<file path="config.mk">
export PLATFORM = sky130hd
export DESIGN_NAME = instr_fetch_unit
export DESIGN_NICKNAME = d
export VERILOG_FILES = /design/src/rtl/cpu_pkg.sv /design/src/rtl/instr_fetch_unit_pc_reg.sv /design/src/rtl/instr_fetch_unit.sv
export SDC_FILE = /design/constraint.sdc
export NUM_CORES = 1
export LEC_CHECK = 0
export CORE_ASPECT_RATIO = 1.2
export CORE_MARGIN = 2
export CORE_UTILIZATION = 45
export DETAILED_ROUTE_END_ITERATION = 6
export GPL_ROUTABILITY_DRIVEN = 0
export PLACE_DENSITY = 0.8
export SYNTH_ARGS = -nofsm -noshare
export SYNTH_HDL_FRONTEND = slang
export SYNTH_SLANG_ARGS = --single-unit
</file>
<file path="constraint.sdc">
create_clock -name clk -period 2.2 [get_ports clk]
set_input_delay 0.22 -clock clk [delete_from_list [all_inputs] [get_ports clk]]
set_output_delay 0.22 -clock clk [all_outputs]
set_load 0.02 [all_outputs]
</file>
<file path="src/rtl/cpu_pkg.sv">
// Shared definitions for the teaching CPU: widths, instruction fields,
// opcode encodings, the HALT word and the fetch-stage state type.
package cpu_pkg;

  localparam int ADDR_W = 8;
  localparam int DATA_W = 16;

  // Instruction word layout: opcode in the top six bits, operand below.
  localparam int OP_HI = 15;
  localparam int OP_LO = 10;

  localparam logic [5:0] OP_CLA = 6'b000001;
  localparam logic [5:0] OP_COM = 6'b000010;
  localparam logic [5:0] OP_SHR = 6'b000011;
  localparam logic [5:0] OP_CSL = 6'b000100;
  localparam logic [5:0] OP_ADD = 6'b000110;
  localparam logic [5:0] OP_STA = 6'b000111;
  localparam logic [5:0] OP_LDA = 6'b001000;
  localparam logic [5:0] OP_JMP = 6'b001001;
  localparam logic [5:0] OP_BAN = 6'b001010;

  // An all-zero fetched word stops the fetch stage.
  localparam logic [DATA_W-1:0] HALT_WORD = 16'h0000;

  typedef enum logic {
    RUN  = 1'b0,
    HALT = 1'b1
  } fetch_state_t;

endpackage

</file>
<file path="src/rtl/instr_fetch_unit_pc_reg.sv">
// Program counter register: synchronous reset, load from a redirect,
// increment after a delivered fetch, otherwise hold. Wraps modulo 2^ADDR_W.
module pc_reg #(
  parameter int               ADDR_W   = 8,
  parameter logic [ADDR_W-1:0] RESET_PC = '0
) (
  input  logic              clk,
  input  logic              rst,
  input  logic              load,
  input  logic [ADDR_W-1:0] load_val,
  input  logic              inc,
  output logic [ADDR_W-1:0] pc
);

  logic [ADDR_W-1:0] pc_cnt_reg;

  // Load has priority over increment; the increment wraps naturally.
  always_ff @(posedge clk) begin
    if (rst) begin
      pc_cnt_reg <= RESET_PC;
    end else if (load) begin
      pc_cnt_reg <= load_val;
    end else if (inc) begin
      pc_cnt_reg <= pc_cnt_reg + ADDR_W'(1);
    end
  end

  assign pc = pc_cnt_reg;

endmodule

</file>
<file path="src/rtl/instr_fetch_unit.sv">
// Fetch stage: owns the PC, addresses the instruction ROM, latches the
// returned word into the IR, squashes one slot on a redirect and stops
// on the HALT word until a redirect restarts it.
module instr_fetch_unit
  import cpu_pkg::*;
#(
  parameter int                ADDR_W    = cpu_pkg::ADDR_W,
  parameter int                DATA_W    = cpu_pkg::DATA_W,
  parameter logic [ADDR_W-1:0] RESET_PC  = '0,
  parameter logic [DATA_W-1:0] HALT_WORD = cpu_pkg::HALT_WORD
) (
  input  logic              clk,
  input  logic              rst,
  input  logic              en,
  input  logic [DATA_W-1:0] rom_data,
  input  logic              jump_en,
  input  logic [ADDR_W-1:0] jump_target,
  output logic [ADDR_W-1:0] rom_addr,
  output logic [DATA_W-1:0] ir,
  output logic [ADDR_W-1:0] ir_pc,
  output logic              ir_valid,
  output logic              halted,
  output logic [15:0]       fetch_count
);

  fetch_state_t      state_reg, state_next;
  logic [DATA_W-1:0] ir_reg, ir_next;
  logic [ADDR_W-1:0] ir_pc_reg, ir_pc_next;
  logic              ir_valid_reg, ir_valid_next;
  logic [15:0]       fetch_count_reg, fetch_count_next;
  logic              pc_load, pc_inc;
  logic [ADDR_W-1:0] pc;

  pc_reg #(
    .ADDR_W  (ADDR_W),
    .RESET_PC(RESET_PC)
  ) u_pc_reg (
    .clk     (clk),
    .rst     (rst),
    .load    (pc_load),
    .load_val(jump_target),
    .inc     (pc_inc),
    .pc      (pc)
  );

  // Next-state logic: redirect beats advance; HALT ignores en entirely.
  always_comb begin
    state_next       = state_reg;
    ir_next          = ir_reg;
    ir_pc_next       = ir_pc_reg;
    ir_valid_next    = ir_valid_reg;
    fetch_count_next = fetch_count_reg;
    pc_load          = 1'b0;
    pc_inc           = 1'b0;
    case (state_reg)
      RUN: begin
        if (jump_en) begin
          // The slot fetched alongside the redirect is on the wrong path.
          pc_load       = 1'b1;
          ir_valid_next = 1'b0;
        end else if (en) begin
          if (rom_data == HALT_WORD) begin
            // PC stays on the HALT address so it is visible while stopped.
            state_next    = HALT;
            ir_valid_next = 1'b0;
          end else begin
            ir_next       = rom_data;
            ir_pc_next    = pc;
            ir_valid_next = 1'b1;
            pc_inc        = 1'b1;
            if (fetch_count_reg != 16'hFFFF) begin
              fetch_count_next = fetch_count_reg + 16'd1;
            end
          end
        end
      end
      HALT: begin
        ir_valid_next = 1'b0;
        if (jump_en) begin
          pc_load    = 1'b1;
          state_next = RUN;
        end
      end
      default: begin
        state_next    = RUN;
        ir_valid_next = 1'b0;
      end
    endcase
  end

  // State, IR and counter registers with synchronous reset.
  always_ff @(posedge clk) begin
    if (rst) begin
      state_reg       <= RUN;
      ir_reg          <= '0;
      ir_pc_reg       <= '0;
      ir_valid_reg    <= 1'b0;
      fetch_count_reg <= 16'd0;
    end else begin
      state_reg       <= state_next;
      ir_reg          <= ir_next;
      ir_pc_reg       <= ir_pc_next;
      ir_valid_reg    <= ir_valid_next;
      fetch_count_reg <= fetch_count_next;
    end
  end

  assign rom_addr    = pc;
  assign ir          = ir_reg;
  assign ir_pc       = ir_pc_reg;
  assign ir_valid    = ir_valid_reg;
  assign halted      = (state_reg == HALT);
  assign fetch_count = fetch_count_reg;

endmodule
</file>
Word level (Yosys, flattened, before mapping). Index checks and enable logic that the tools add are counted.

$add $sub $neg: 2. Multipliers: 0. Div/mod/pow operators: 0. Magnitude comparators: 0. Eq/ne operators: 2. Shift operators: 0. Multiplexer cells: 15. Bitwise operators: 3. Reduce and logical (&&, ||, !) cells: 4.

Operators with widths (number): $add A16 B1 Y16 const B (1); $logic_not A16 Y1 (1); $mux W8 (2); $ne A16 B16 Y1 const B (1); $mux W1 (11); $add A8 B1 Y8 const B (1); $reduce_and A5 Y1 (1); $pmux W1 S2 (2); $reduce_and A4 Y1 (1); $ne A3 B3 Y1 const B (1); $not A1 Y1 (3); $reduce_bool A2 Y1 (1).

Register bits after elaboration: 50. Latch bits: 0. Bits in writable memories: 0. ROM bits: 0. Input bits: 28. Word-level logic and storage cells: 32. Memories: 0.

Logic depth before layout (Yosys ltp).
Depth in word-level cells: 7. Mapped depth: 7.

By module. Synthesis repeated with hierarchy kept, for this count alone.

Cell total of the unflattened synthesis: 267. Area total of the unflattened synthesis: 2252.2 µm².

By module, submodules not included: instr_fetch_unit (times used 1, cells each 214, area an instance 1788.0 µm², seq. area each 840.8 µm²); pc_reg (times used 1, cells each 53, area an instance 464.2 µm², seq. area each 160.2 µm²).

Least setup slack after synthesis. OpenSTA, ideal clock, no wires.

Path type: register -> register. Start: register fetch_count_reg[0] (netlist: fetch_count[0]). End: register fetch_count_reg[11] (netlist: fetch_count[11]). Setup time: 0.070 ns. Data arrival time: 1.922 ns. Required time: 2.130 ns. Path slack: 0.208 ns. Stages on the path, launching flop included: 7. Path through: dfxtp_1 > ha_1 > nand4_1 > nor4_2 > nor4_2 > a21o_1 > a21oi_1.

Word-level cells in the longest chain between the ends: 2. Elaborated cells between the ends (all ways): 3. Classes of those cells: 1 x add/sub; 1 x eq/ne; 1 x reduce/logical.

Ends and longest elaborated chain: start: declaration (RTL line instr_fetch_unit.sv:30) `logic [15:0] fetch_count_reg, fetch_count_next;`; start signal: assignment (RTL line instr_fetch_unit.sv:104) `fetch_count_reg <= fetch_count_next;`; branches (longest 2 deep; another with $add A16 B1 Y16).

Parallel ways; which one is timed is not known. A chain may end at the register's enable or synchronous reset.

Worst setup path in the final report.
Start: input port rom_data[15]. End: register ir_reg[10] (netlist: ir[10]).

Word-level cells in the longest chain between the ends: 3.

Ends and longest elaborated chain: start: declaration (RTL line instr_fetch_unit.sv:15) `input logic [DATA_W-1:0] rom_data,`; $logic_not A16 Y1 (RTL line instr_fetch_unit.sv:62) `if (rom_data == HALT_WORD) begin`; $not A1 Y1 (no source line); $reduce_and A4 Y1 (no source line); end signal: assignment (RTL line instr_fetch_unit.sv:101) `ir_reg <= ir_next;`; end: declaration (RTL line instr_fetch_unit.sv:27) `logic [DATA_W-1:0] ir_reg, ir_next;`.

Every way passes these cells.

==> metrics <==
Slowest-stage cell, CP=or4_4; drt pass-1 iters=4; Final setup viols=0; ratio of cells with drive above 1 in the final layout=0.1194; number of max-cap violations=0; Root Driver=clkbuf_8; post-synthesis compound-gate area fraction=0.1527; CTS tree=yes; Ant. Diodes=0; main combinational cell family by area after synthesis=simple AND/OR/NAND/NOR gates; Die ar.=5592 µm²; most frequent cell after synthesis=nand2_1; flops & latches, synth=50; filler cell count in the final layout=440; antenna-violating nets left=0; Hold Path Class=in2reg; Max H-tree Level=2; CTS Buf Count=5; Post-synth top cells=nand2_1, dfxtp_1, a21oi_1; Setup TNS=0 ps; number of DRC markers in iteration 0=128; Port-buffer cells=77; Netlist cell types=43; area delta synth->final=45.14%; Post-Synth Simple-Gate Area=0.2893; worst slew pin tran=571.0 ps; clk slew on worst S/H paths=90 ps; VDD IR-drop max=302.7 µV; Final Hold Violating Endpoints=0; synthesized-area fraction occupied by xor and xnor cells=0.05053; period utilization=0.9346; mux cell area share after synthesis=0.009439; Routed WL per cell=14.16 µm; Synth area leaders=dfxtp_1, nand2_1, a21oi_1; Core ar.=4870 µm²; worst path required time=2430 ps; EDFF count, synth=0; status=completed; adder-cell share of the synthesized area=0.01110; critical path fanouts, max=23; WS Path Type=in2reg; FP Rows=28; die height=81.52 µm; vias per inst=5.333; Reg area=1001 µm²; Chip Width=68.60 µm; global-route wire length before repair=9597 µm; post-route minimum period=2056 ps; final net count=389; largest net degree at the start of global routing=24; Pwr Density=557.3 nW/µm²; Initial Utilization=0.4627; Post-Syn Area=2253 µm²; initial antenna violation count=0; Skew-Pair Late Insertion Delay=300 ps; maximum clock path buffer count=2; hpwl dp=4428 µm; leak pwr=1.110 nW; syn nets=300; Max Fclk=486.3 MHz; boundary pin count=78; Warnings, synthesis=0; final wirelength=5946 µm; gr ovfl total=0; worst-path cell chain=clkdlybuf4s50_1, or4_4, o41a_1, nand2_2, buf_12, nand2_1, a21oi_1; routed vias=2,240; arrival time worst endpoint=2290 ps; top-area cell type share of the netlist area=0.4442; Final Slew Violations=0; startpoint types=input port; Setup Skew=2.938 ps; Tot Pwr=0.001823 W; Critical Path End Type=flop; GRT Util Overall=0.2225; largest stage delay on the critical path=570 ps; drc violations=0; max_slew headroom=0.6162; Synth Flop Type=dfxtp_1; vias in the first global route=2,156; post-synthesis area per instance=8.346 µm²; Gate Count Post-Synth=270; sequential fraction of the synthesis area=0.4442; Multi-input gate area=1160 µm²; Sink Count=50; Synth area leader=dfxtp_1; Async S/R FF share, synth=0
cell families (layout without fill, tap and decap cells):
logic type	Yosys count	count (layout)
simple gates	133	133
mux	2	2
buf+inv	19	109
fa+ha+maj	2	2
compound gates	51	51
flops	50	50
xor+xnor	13	13
report_power, final:
| part | switching, W | internal [W] | total (W) |
|---|---|---|---|
| combinational | 0.000146 | 0.000152 | 0.000298 |
| clock | 0.000307 | 0.000253 | 0.000561 |
| sequential | 0.0000275 | 0.000937 | 0.000964 |
| total | 0.000480 | 0.00134 | 0.00182 |
per-layer routing:
metal / vias to the layer above / track usage / wire length (µm)
met5: - / 0 / 0
met1: 1043 / 0.2545 / 2422
met2: 66 / 0.3952 / 3096
li1: 1121 / - / -
met3: 10 / 0.03973 / 320
met4: 0 / 0.09800 / 106
cells in the final DEF, fill, tap and decap left out, drive strengths merged, types with 5 or more instances in the layout:
cell | netlist | layout
a211oi | 5 | 5
nor4 | 10 | 10
nor3 | 9 | 9
nor2 | 19 | 19
a21oi | 33 | 33
clkbuf | 8 | 6
nand4 | 6 | 6
clkdlybuf4s50 | 0 | 76
dfxtp | 50 | 50
nand2 | 63 | 63
xnor2 | 13 | 13
buf | 6 | 20
nand3 | 10 | 10
stage by stage:
stage / area [µm²] / util / hold slack (ps) / cells / setup slack, ps
finish: 3271 / 0.6716 / 306.9 / 420 / 143.8
floorplan: 2253 / - / 356.0 / 270 / 207.8
global route: 3271 / 0.6716 / 315.3 / 420 / -1.797
global placement: 3164 / 0.6498 / 441.3 / 411 / -158.4
CTS: 3259 / 0.6693 / 304.8 / 419 / 110.8
detailed placement: 3164 / 0.6498 / 446.7 / 411 / -203.1
worst max-delay path, delay by kind of cell:
family | cells | cell delay [ps]
compound gates | 2 | 700
buf+inv | 2 | 580
simple gates | 3 | 770
cell type report:
type | instances | area share
Inverter | 5 | 0.005738
Clock inverter | 2 | 0.003826
Timing Repair Buffer | 96 | 0.2816
Multi-Input combinational cell | 201 | 0.3546
Tap cell | 60 | 0.02295
Clock buffer | 6 | 0.02525
Sequential cell | 50 | 0.3060
path summary, 6_finish.rpt:
| path | startpoint | endpoint | slack [ps] | cells past startpoint |
|---|---|---|---|---|
| max | rom_data[15] | ir[10]$_SDFFE_PP0P_ | 140 | 7 |
| min | rst | fetch_count[9]$_SDFFE_PP0P_ | 310 | 2 |
| max reg2reg | fetch_count[4]$_SDFFE_PP0P_ | fetch_count[15]$_SDFFE_PP0P_ | 290 | 5 |
| min reg2reg | ir[8]$_SDFFE_PP0P_ | ir[8]$_SDFFE_PP0P_ | 460 | 2 |
timing repair:
item	in CTS	in global routing
endpoints found under the setup margin	0	1
resized for setup	0	1
setup buffers	0	1
hold buffers	0	0
Power figures use the tool's default switching activity.
